[src/rtl/vmx_tile_scheduler.sv]
// vmx_tile_scheduler: runs the VMX matmul wrapper over a run of tiles.
// Steps base addresses by stride per tile, times out stalled waits, aborts.
//
// Ports:
//   clk, rst_n      clock, synchronous active-low reset
//   job_start       one-cycle pulse, accepted only when idle
//   job_abort       level, abandons the running job
//   num_tiles       tile count (sampled at accept)
//   rbase_init      first read base (sampled at accept)
//   wbase_init      first write base (sampled at accept)
//   rstride         read base step per tile (sampled at accept)
//   wstride         write base step per tile (sampled at accept)
//   vmx_flag        wrapper state, 0 = idle
//   rbase_addr      read base to wrapper
//   wbase_addr      write base to wrapper
//   vmx_ctrl        [1] start, [0] soft reset
//   busy            job in progress
//   done            one-cycle pulse on successful completion
//   err             sticky timeout flag, cleared by next accept
//   tiles_done      completed tile count
module vmx_tile_scheduler #(
    parameter int PE_SIZE = 4,
    parameter int TIMEOUT = 255
) (
    input  logic       clk,
    input  logic       rst_n,
    input  logic       job_start,
    input  logic       job_abort,
    input  logic [7:0] num_tiles,
    input  logic [7:0] rbase_init,
    input  logic [7:0] wbase_init,
    input  logic [7:0] rstride,
    input  logic [7:0] wstride,
    input  logic [2:0] vmx_flag,
    output logic [7:0] rbase_addr,
    output logic [7:0] wbase_addr,
    output logic [1:0] vmx_ctrl,
    output logic       busy,
    output logic       done,
    output logic       err,
    output logic [7:0] tiles_done
);

    localparam int TW = $clog2(TIMEOUT + 1);

    // A single tile needs at least this long to arm and drain.
    if (TIMEOUT < 4 * PE_SIZE + 8) begin : g_bad_timeout
        $error("TIMEOUT too small for PE_SIZE");
    end

    typedef enum logic [2:0] {
        S_IDLE,
        S_ARM,
        S_WAIT,
        S_NEXT,
        S_ABORT
    } state_t;

    state_t        state;
    logic [7:0]    num_q;
    logic [7:0]    rstride_q;
    logic [7:0]    wstride_q;
    logic [TW-1:0] timer;
    logic          timeout;
    logic [7:0]    tiles_nxt;

    // Fires on the last allowed cycle, so a wait lasts TIMEOUT cycles.
    assign timeout   = (timer == TW'(TIMEOUT - 1));
    assign tiles_nxt = tiles_done + 8'd1;

    always_ff @(posedge clk) begin
        if (!rst_n) begin
            state      <= S_IDLE;
            num_q      <= '0;
            rstride_q  <= '0;
            wstride_q  <= '0;
            timer      <= '0;
            rbase_addr <= '0;
            wbase_addr <= '0;
            vmx_ctrl   <= '0;
            busy       <= 1'b0;
            done       <= 1'b0;
            err        <= 1'b0;
            tiles_done <= '0;
        end else begin
            done <= 1'b0;
            unique case (state)
                S_IDLE: begin
                    vmx_ctrl <= 2'b00;
                    if (job_start) begin
                        err        <= 1'b0;
                        tiles_done <= '0;
                        if (num_tiles == 8'd0) begin
                            done <= 1'b1;
                        end else begin
                            num_q      <= num_tiles;
                            rstride_q  <= rstride;
                            wstride_q  <= wstride;
                            rbase_addr <= rbase_init;
                            wbase_addr <= wbase_init;
                            busy       <= 1'b1;
                            vmx_ctrl   <= 2'b10;
                            timer      <= '0;
                            state      <= S_ARM;
                        end
                    end
                end
                S_ARM: begin
                    if (job_abort) begin
                        vmx_ctrl <= 2'b01;
                        timer    <= '0;
                        state    <= S_ABORT;
                    end else if (vmx_flag != 3'd0) begin
                        vmx_ctrl <= 2'b00;
                        timer    <= '0;
                        state    <= S_WAIT;
                    end else if (timeout) begin
                        err      <= 1'b1;
                        vmx_ctrl <= 2'b01;
                        timer    <= '0;
                        state    <= S_ABORT;
                    end else begin
                        timer <= timer + TW'(1);
                    end
                end
                S_WAIT: begin
                    if (job_abort) begin
                        vmx_ctrl <= 2'b01;
                        timer    <= '0;
                        state    <= S_ABORT;
                    end else if (vmx_flag == 3'd0) begin
                        state <= S_NEXT;
                    end else if (timeout) begin
                        err      <= 1'b1;
                        vmx_ctrl <= 2'b01;
                        timer    <= '0;
                        state    <= S_ABORT;
                    end else begin
                        timer <= timer + TW'(1);
                    end
                end
                S_NEXT: begin
                    // The wrapper has already drained, so the tile counts
                    // even if an abort lands here.
                    tiles_done <= tiles_nxt;
                    if (job_abort) begin
                        vmx_ctrl <= 2'b01;
                        timer    <= '0;
                        state    <= S_ABORT;
                    end else begin
                        rbase_addr <= rbase_addr + rstride_q;
                        wbase_addr <= wbase_addr + wstride_q;
                        if (tiles_nxt == num_q) begin
                            done  <= 1'b1;
                            busy  <= 1'b0;
                            state <= S_IDLE;
                        end else begin
                            vmx_ctrl <= 2'b10;
                            timer    <= '0;
                            state    <= S_ARM;
                        end
                    end
                end
                S_ABORT: begin
                    // Soft reset held for two cycles, counted on timer.
                    if (timer == TW'(1)) begin
                        vmx_ctrl <= 2'b00;
                        busy     <= 1'b0;
                        timer    <= '0;
                        state    <= S_IDLE;
                    end else begin
                        timer <= timer + TW'(1);
                    end
                end
                default: state <= S_IDLE;
            endcase
        end
    end

endmodule

[config.mk]
export PLATFORM = sky130hd
export DESIGN_NAME = vmx_tile_scheduler
export DESIGN_NICKNAME = d
export VERILOG_FILES = /design/src/rtl/vmx_tile_scheduler.sv
export SDC_FILE = /design/constraint.sdc
export NUM_CORES = 1
export LEC_CHECK = 0
export BUFFER_PORTS_ARGS = -buffer_cell sky130_fd_sc_hd__buf_2
export CORE_MARGIN = 2
export CORE_UTILIZATION = 29
export DETAILED_ROUTE_END_ITERATION = 8
export HOLD_SLACK_MARGIN = 0.02
export SLEW_MARGIN = 25
export SYNTH_ARGS = -nofsm -noshare
export SYNTH_HDL_FRONTEND = slang
export SYNTH_SLANG_ARGS = --single-unit
[constraint.sdc]
create_clock -name clk -period 2.2 [get_ports clk]
set_input_delay 0 -clock clk [delete_from_list [all_inputs] [get_ports clk]]
set_output_delay 0 -clock clk [all_outputs]
set_load 0.005 [all_outputs]
[Word-level counts from Yosys, hierarchy flattened]
Cells that the tools add are included.
Operators by class
  $add $sub $neg: 4
  equal/unequal tests: 18
  multiplexer cells: 61
  bitwise gates (word level): 1
  reduce and logical (&&, ||, !) cells: 16
Operators by type and width (number)
  2-to-1 mux 8 bit: 17
  one-hot mux 8 bit (2 select lines): 3
  one-hot mux 8 bit (5 select lines): 1
  2-to-1 mux 3 bit: 9
  2-to-1 mux 2 bit: 10
  != test 2 bit, second input constant: 9
  adder 8 x 1 -> 8 bit, second input constant: 2
  adder 8 bit: 2
  2-to-1 mux 1 bit: 16
  one-hot mux 3 bit (5 select lines): 1
  AND reduction 6 bit: 2
  one-hot mux 2 bit (5 select lines): 1
  nonzero test 3 bit: 3
  == test 8 x 1 -> 1 bit, second input constant: 1
  == test 8 bit: 1
  == test 8 bit, second input constant: 1
  zero test 8 bit: 1
  AND reduction 4 bit: 2
  == test 3 x 2 -> 1 bit, second input constant: 2
  zero test 3 bit: 2
  != test 3 bit, second input constant: 2
  one-hot mux 1 bit (3 select lines): 2
  AND reduction 3 bit: 2
  AND reduction 5 bit: 1
  7 further kinds: 7
Storage, ports and cells
  bits in registers: 64
  output and inout bits: 29
  logic and storage cells: 112

[Longest topological paths before layout]
Gate-level depths: netlist (run 1).
  depth after elaboration: 5
  depth in mapped cells: 9
  mapped depth without buffers: 9

[Worst setup path before layout (run 1)]
Ideal clock, no wire load.
  path kind: flip-flop to flip-flop
  start point: reg tiles_done[0]
  end point: reg timer[6]
  arrival: 2.187 ns
  required time: 2.144 ns
  setup slack: -0.043 ns
  cell stages (with the launch flop): 9
  path buffers: 1
  period minus slack after synthesis: 2.243 ns
  cells stage by stage: dfxtp_1 -> ha_1 -> xor2_1 -> a211oi_1 -> o31ai_1 -> or4b_1 -> buf_6 -> a21oi_4 -> a211o_2
Between the ends
  word-level cells in the longest chain between the ends: 4
RTL lines
  start: declaration: line 41  | output logic [7:0] tiles_done
  start signal: assignment: line 145  | tiles_done <= tiles_nxt;
  adder 8 x 1 -> 8 bit: line 69  | assign tiles_nxt = tiles_done + 8'd1;
  == test 8 bit: line 153  | if (tiles_nxt == num_q) begin
  != test 3 bit (no line)
  AND reduction 5 bit (no line)
  end signal: assignment: line 123  | timer <= timer + TW'(1);
  end signal: assignment: line 139  | timer <= timer + TW'(1);
  end signal: assignment: line 172  | timer <= timer + TW'(1);
  end: declaration: line 63  | logic [TW-1:0] timer;
Every way passes these cells.
A chain may end at the register's enable or synchronous reset.

[Worst setup path after layout (run 1)]
  start point: reg tiles_done[1]
  end point: reg timer[7]
Same word-level chain as after synthesis.

==> implementation parameters, run 1 <==
Parameter                              Value

Drt
  Detail Route Antenna Nets    0
  Vias per std cell    ~4.9
  DRC violation total after the first TritonRoute iteration    144
  Via count of the routed design    around 3900
  Number of detailed-routing iterations run before antenna repair    4
  Final wirelength    11160 µm
  DRC violation count after routing    0
  Wire length per cell    13.93 µm

Yosys
  Total of flip-flops plus latches after synthesis    64
  Top cell type by total area after synthesis    sky130_fd_sc_hd__dfxtp_1
  Register area share after synthesis    between 30% and 40%
  Post-synthesis instance area    between 3000 and 4000 µm²
  Number of standard cells after synthesis    492
  Unique masters post-synth    63
  Cell types occupying the most area after synthesis    sky130_fd_sc_hd__dfxtp_1 (34%), sky130_fd_sc_hd__nand2_1 (8.6%), sky130_fd_sc_hd__a21oi_1 (7.5%)
  Prevailing post-synth register cell    sky130_fd_sc_hd__dfxtp_1
  Area fraction of the dominant cell type after synthesis    34.18%
  FFs w/ async S/R, synth    0%
  Synth cell count leaders    sky130_fd_sc_hd__nand2_1 (86), sky130_fd_sc_hd__dfxtp_1 (64), sky130_fd_sc_hd__a21oi_1 (56)
  Most instantiated library cell after synthesis    sky130_fd_sc_hd__nand2_1
  Average cell area after synthesis    roughly 7.6 µm²
  Post-synth net total    559
  Warnings from Yosys    0
  Number of enable flip-flop cells after synthesis    0

Run status
  Result of the run    finished, final reports clean

Timing
  Final Slew Violations    0
  Shortest clock period the worst path allows after layout    between 2000 and 2500 ps
  Final clock period utilization by the worst path    98.50%
  Setup violations, final    0
  RSZ-0062 raised after global routing    yes
  Post-route setup TNS    0 ps
  Max Clock Skew    approximately 6.5 ps
  Relative slew slack    between 50% and 60%
  Final Hold Viols    0
  Slew @ Worst Pin    slightly below 700 ps
  Highest clock frequency the design can meet    461.5 MHz
  PnR worst setup slack    ~33 ps

Clock tree
  CTS tree    built
  Latest clock arrival within the worst-skew pair    330 ps
  TritonCTS buffer count    9
  Number of sinks driven by the clock tree    64
  H-Tree Depth    3
  Clock-pin slew reported for the worst setup and hold paths after clock tree synthesis    approximately 50 ps
  Library cell used as clock root buffer    sky130_fd_sc_hd__clkbuf_16
  Maximum count of clock buffers along a single path    2

Global route
  Total global routing overflow    0
  Initial antenna violation count    0
  Largest net degree at the start of global routing    24
  Overall global routing resource usage    16.19%
  Vias in the first global route    3835
  Global-route wire length before repair    between 15000 and 20000 µm

Hold path
  Hold Startpoint    rbase_init[7]
  Worst Hold Endpoint    rbase_addr[7]
  Type of the worst min-delay path    input pin to flip-flop
  Hold Path Stages    4

Pwr
  Maximum VDD drop    0.4542 mV
  Leakage power of the design    around 2.2 nW
  Power per cell area    ~620 nW/µm²
  Final total power    around 0.0033 W

Floorplan
  Total die area    ~14000 µm²
  Chip Width    ~120 µm
  Chip Height    117.7 µm
  Ports placed on the boundary    76
  Core footprint    12620 µm²
  Initial cell density of the core    just under 30%
  Number of standard-cell rows in the floorplan    between 40 and 50

Worst setup path
  Number of cells traversed by the worst register-to-register path    8
  Worst Path Buf+Inv    2
  Endpoint class of the critical path    flip-flop
  Worst path top cell family by delay    simple AND/OR/NAND/NOR gates
  CP startpoint kind    flip-flop
  Critical path required time    2480 ps
  Worst flop-to-flop path startpoint    tiles_done[1]
  Cell with the biggest individual delay on the critical path    sky130_fd_sc_hd__or4b_1
  Capturing point of the worst reg2reg path    timer[7]
  Crit Path Max Fanout    8
  Worst path cell trace    buf_4 > nand3_4 > nor4b_4 > o31ai_1 > or4b_1 > buf_6 > a21oi_4 > a211o_2
  Type of the worst setup path    flip-flop to flip-flop
  Slack of the worst reg-to-reg path    ~33 ps
  Critical path's largest stage delay    530 ps
  WP data arrival    ~2400 ps

Finish
  Final layout net count    a little under 700
  Util after Layout    approximately two fifths
  Antenna cell count    0
  Area grow syn2layout    41.09%
  Filler cells    about 1300
  Final Cell Area    about 5300 µm²
  Share of layout cells above drive strength 1    24.48%

Job
  Max-capacitance violation count    0

Placement
  Placement-stage worst setup slack    -96.70 ps
  Placed wire-length estimate after detailed placement    around 8000 µm
  IO buf count    75
  Routability-driven placement congestion ratio    0.8763
  Placed cell areas    approximately 4500 µm²
layer usage:
layer / vias up / part of all wire [%] / track usage [%]
met5: - / 0 / 0
met4: 0 / 1.3 / 3.840
met3: 12 / 4.8 / 4.360
met2: 85 / 49 / 28.74
met1: 1828 / 44 / 19.37
li1: 2005 / - / -
stage by stage:
step                hold WS [ps]  cells
finish                     66.13    801
detailed placement         246.7    745
global route               72.13    801
floorplan                  136.0    492
CTS                        57.77    801
global placement           245.4    745
registers in the layout, indices dropped and copies added, names as in the netlist, 2 cells and up:
| name | count |
|---|---|
| num_q | 8 |
| rstride_q | 8 |
| vmx_ctrl | 2 |
| wstride_q | 8 |
| timer | 8 |
| tiles_done | 8 |
| state | 3 |
| rbase_addr | 8 |
| wbase_addr | 8 |
tightest hold or removal path, stage by stage:
cell and delay [ps]:
sky130_fd_sc_hd__buf_2 120, sky130_fd_sc_hd__nand3_1 60, sky130_fd_sc_hd__o21a_1 110, sky130_fd_sc_hd__a21oi_1 50
logic make-up after synthesis:
group	count (synthesis)	share of synthesized area, %
xor gates and xnor gates	12	2.804
and+or+nand+nor	208	26.50
DFF	64	34.18
adders and majority gates	20	7.076
buffers and inverters	47	5.173
muxes	4	1.068
AOI/OAI and AO/OA	137	23.20
cell type report:
class,instances,area [µm²],area share (%)
clock buffers,13,250.2,4.731
flip-flops and latches,64,1295,24.49
clock inverters,1,5.005,0.09463
well taps,172,215.2,4.069
multi-input cells,381,2382,45.04
inverters,18,67.56,1.278
repair buffers,152,1074,20.30
worst max path at each step:
stage | to | slack, ps | from | cells after the start
after global placement | timer[6] | -70 | tiles_done[0] | 8
after detailed placement | timer[6] | -100 | tiles_done[0] | 8
after global routing | timer[6] | -50 | tiles_done[1] | 8
final | timer[7] | 30 | tiles_done[1] | 8
after CTS | timer[7] | 7 | tiles_done[1] | 8
after floorplan | timer[6] | 20 | tiles_done[1] | 8
what timing repair did:
item,4_1_cts,5_1_grt
resized for setup,5,23
pin swaps,4,6
hold endpoints to repair,40,0
setup endpoints to repair,9,12
hold buffers,40,0
buffers inserted,2,0
cells in the final DEF, fill, tap and decap left out, drive strengths merged, types with 5 or more instances in the layout:
cell type,instances
xnor2,5
a21oi,57
a311oi,7
nor2,43
nor2b,6
o21ai,19
a31oi,8
clkbuf,13
buf,112
dfxtp,64
nand2b,6
a211oi,8
nand3,10
xor2,7
ha,18
o21a,6
a21o,8
dlygate4sd3,40
nor4,5
inv,17
or3,7
nand2,86
nor3,17
report_power, final:
part / internal (W) / total [W] / switching (W)
registers: 0.00124 / 0.00132 / 0.0000772
logic: 0.000339 / 0.000700 / 0.000362
clock network: 0.000779 / 0.00127 / 0.000494
total: 0.00236 / 0.00329 / 0.000933
No activity file was read; power rests on OpenSTA's default activity.
==> run 2, diff against run 1 <==
Settings changed: ABC_AREA from default to 0, CORE_ASPECT_RATIO from default to 1.2.
==> run 2 against run 1 <==
The flow now finishes with violations (negative setup slack). Utilization is 0.43 points higher. Power is 7.6% higher. Clock-buffer cell count grew 1. Hold slack about the same. Sequential share of layout area decreased by 0.28 points. Design area is 0.97% higher. Setup slack got worse by 45 ps. Largest cell class unchanged.
==> implementation parameters, run 2 (synthesized netlist as in run 1, its figures left out) <==
Parameter                              Value

Run status
  Result of the run    finished, violations left
  Violations in the final reports    negative setup slack

Clock tree
  H-Tree Depth    3
  TritonCTS buffer count    9
  Latest clock arrival within the worst-skew pair    330 ps
  Library cell used as clock root buffer    sky130_fd_sc_hd__clkbuf_16
  Number of sinks driven by the clock tree    64
  Maximum count of clock buffers along a single path    2
  Clock-pin slew reported for the worst setup and hold paths after clock tree synthesis    ~50 ps
  CTS tree    built

Timing
  Final Slew Violations    0
  RSZ-0062 raised after global routing    yes
  PnR worst setup slack    -12.08 ps
  Highest clock frequency the design can meet    ~450 MHz
  Relative slew slack    roughly 49%
  Final Hold Viols    0
  Max Clock Skew    around 4.4 ps
  Setup violations, final    3
  Shortest clock period the worst path allows after layout    roughly 2200 ps
  Final clock period utilization by the worst path    100.5%
  Slew @ Worst Pin    759.7 ps

Placement
  Placed cell areas    approximately 4500 µm²
  Placement-stage worst setup slack    -96.33 ps
  Routability-driven placement congestion ratio    approximately 0.83
  Placed wire-length estimate after detailed placement    ~7900 µm
  IO buf count    between 70 and 80

Worst setup path
  CP startpoint kind    flip-flop
  Worst path cell trace    ha_4 > xor2_1 > a211oi_2 > o31ai_2 > or4b_4 > a21oi_4 > a211o_2
  Critical path required time    2480 ps
  Critical path's largest stage delay    just over 600 ps
  Endpoint class of the critical path    flip-flop
  Crit Path Max Fanout    8
  Cell with the biggest individual delay on the critical path    sky130_fd_sc_hd__or4b_4
  WP data arrival    ~2500 ps
  Type of the worst setup path    flip-flop to flip-flop
  Slack of the worst reg-to-reg path    -10 ps

Pwr
  Maximum VDD drop    ~0.32 mV
  Final total power    0.003543 W
  Power per cell area    between 600 and 700 nW/µm²
  Leakage power of the design    2.276 nW

Finish
  Area grow syn2layout    42.46%
  Share of layout cells above drive strength 1    roughly 25%
  Commonest cells after routing, fill and taps aside    sky130_fd_sc_hd__nand2_1 (86), sky130_fd_sc_hd__buf_2 (75), sky130_fd_sc_hd__dfxtp_1 (59)
  Final Cell Area    ~5300 µm²
  Final layout net count    just under 700
  Commonest non-fill, non-tap cell in the layout    sky130_fd_sc_hd__nand2_1
  Antenna cell count    0

Floorplan
  Total die area    13860 µm²
  Chip Width    107.8 µm
  Number of standard-cell rows in the floorplan    45
  Initial cell density of the core    around 30%
  Ports placed on the boundary    76
  Core footprint    around 13000 µm²
  Chip Height    ~130 µm

Drt
  Vias per std cell    between 5 and 6
  Wire length per cell    ~14 µm
  Final wirelength    about 11000 µm
  Detail Route Antenna Nets    0
  Via count of the routed design    roughly 4000
  Number of detailed-routing iterations run before antenna repair    4
  DRC violation total after the first TritonRoute iteration    178
  DRC violation count after routing    0

Global route
  Vias in the first global route    3948
  Global-route wire length before repair    roughly 18000 µm
  Overall global routing resource usage    between 10% and 20%
  Largest net degree at the start of global routing    33
  Total global routing overflow    0
  Initial antenna violation count    0

Job
  Max-capacitance violation count    0

Hold path
  Type of the worst min-delay path    input pin to flip-flop
## run 2: cell count changes in the layout (fill, tap and decap cells not counted), sizes merged
cell,delta
buf,-2
bufinv,+1
clkbuf,+1
## run 2: final timing paths
kind / depth (start not counted) / start / end
worst min-delay path: 4 / rbase_init[7] / rbase_addr[7]
worst min register to register: 2 / wstride_q[5] / wstride_q[5]
worst max register to register: 7 / tiles_done[1] / timer[6]
worst max-delay path: 7 / tiles_done[1] / timer[6]
## run 2: cell type report
type / count / area, µm²
tap: 164 / 205.2
inverter: 18 / 67.56
timing repair buffer: 150 / 1071
clock inverter: 2 / 35.03
multi-input combinational: 381 / 2385
clock buffer: 14 / 284.0
fill: 1291 / 7272
sequential: 64 / 1292
## run 2: per-stage QoR
step | setup TNS (ps) | hold WS [ps] | util [%] | cells
4_1_cts | 0 | 45.38 | 41.56 | 793
3_5_place_dp | -649.6 | 245.5 | 35.56 | 736
2_1_floorplan | 0 | 136.0 | - | 492
5_1_grt | -465.5 | 63.19 | 42.34 | 793
3_3_place_gp | -345.9 | 243.4 | 35.56 | 736
6_report | -26.16 | 66.18 | 42.34 | 793
## run 2: power breakdown
group | internal, W | switching (W)
sequential | 0.00124 | 0.0000712
combinational | 0.000342 | 0.000371
clock | 0.000999 | 0.000518
## run 2: worst max-delay path: cells and delay by family, from the launching register on
family	cells	cell delay (ps)
AOI/OAI and AO/OA	4	800
xor gates and xnor gates	1	150
adders and majority gates	1	240
DFF	1	340
and+or+nand+nor	1	610
## run 2: metal layers
| metal | up-vias | GRT usage [%] | wire (µm) |
|---|---|---|---|
| li1 | 2004 | - | - |
| met1 | 1857 | 19.11 | 5087 |
| met2 | 85 | 28.89 | 5530 |
| met3 | 22 | 3.901 | 417 |
| met4 | 0 | 6.033 | 257 |
| met5 | - | 0 | 0 |
## run 2: repair_timing
action | 4_1_cts | 5_1_grt
buffers inserted | 1 | 1
setup endpoints to repair | 9 | 15
endpoints found under the hold margin | 40 | 0
pin swaps | 4 | 9
gates resized for setup | 5 | 29
hold buffers | 40 | 0
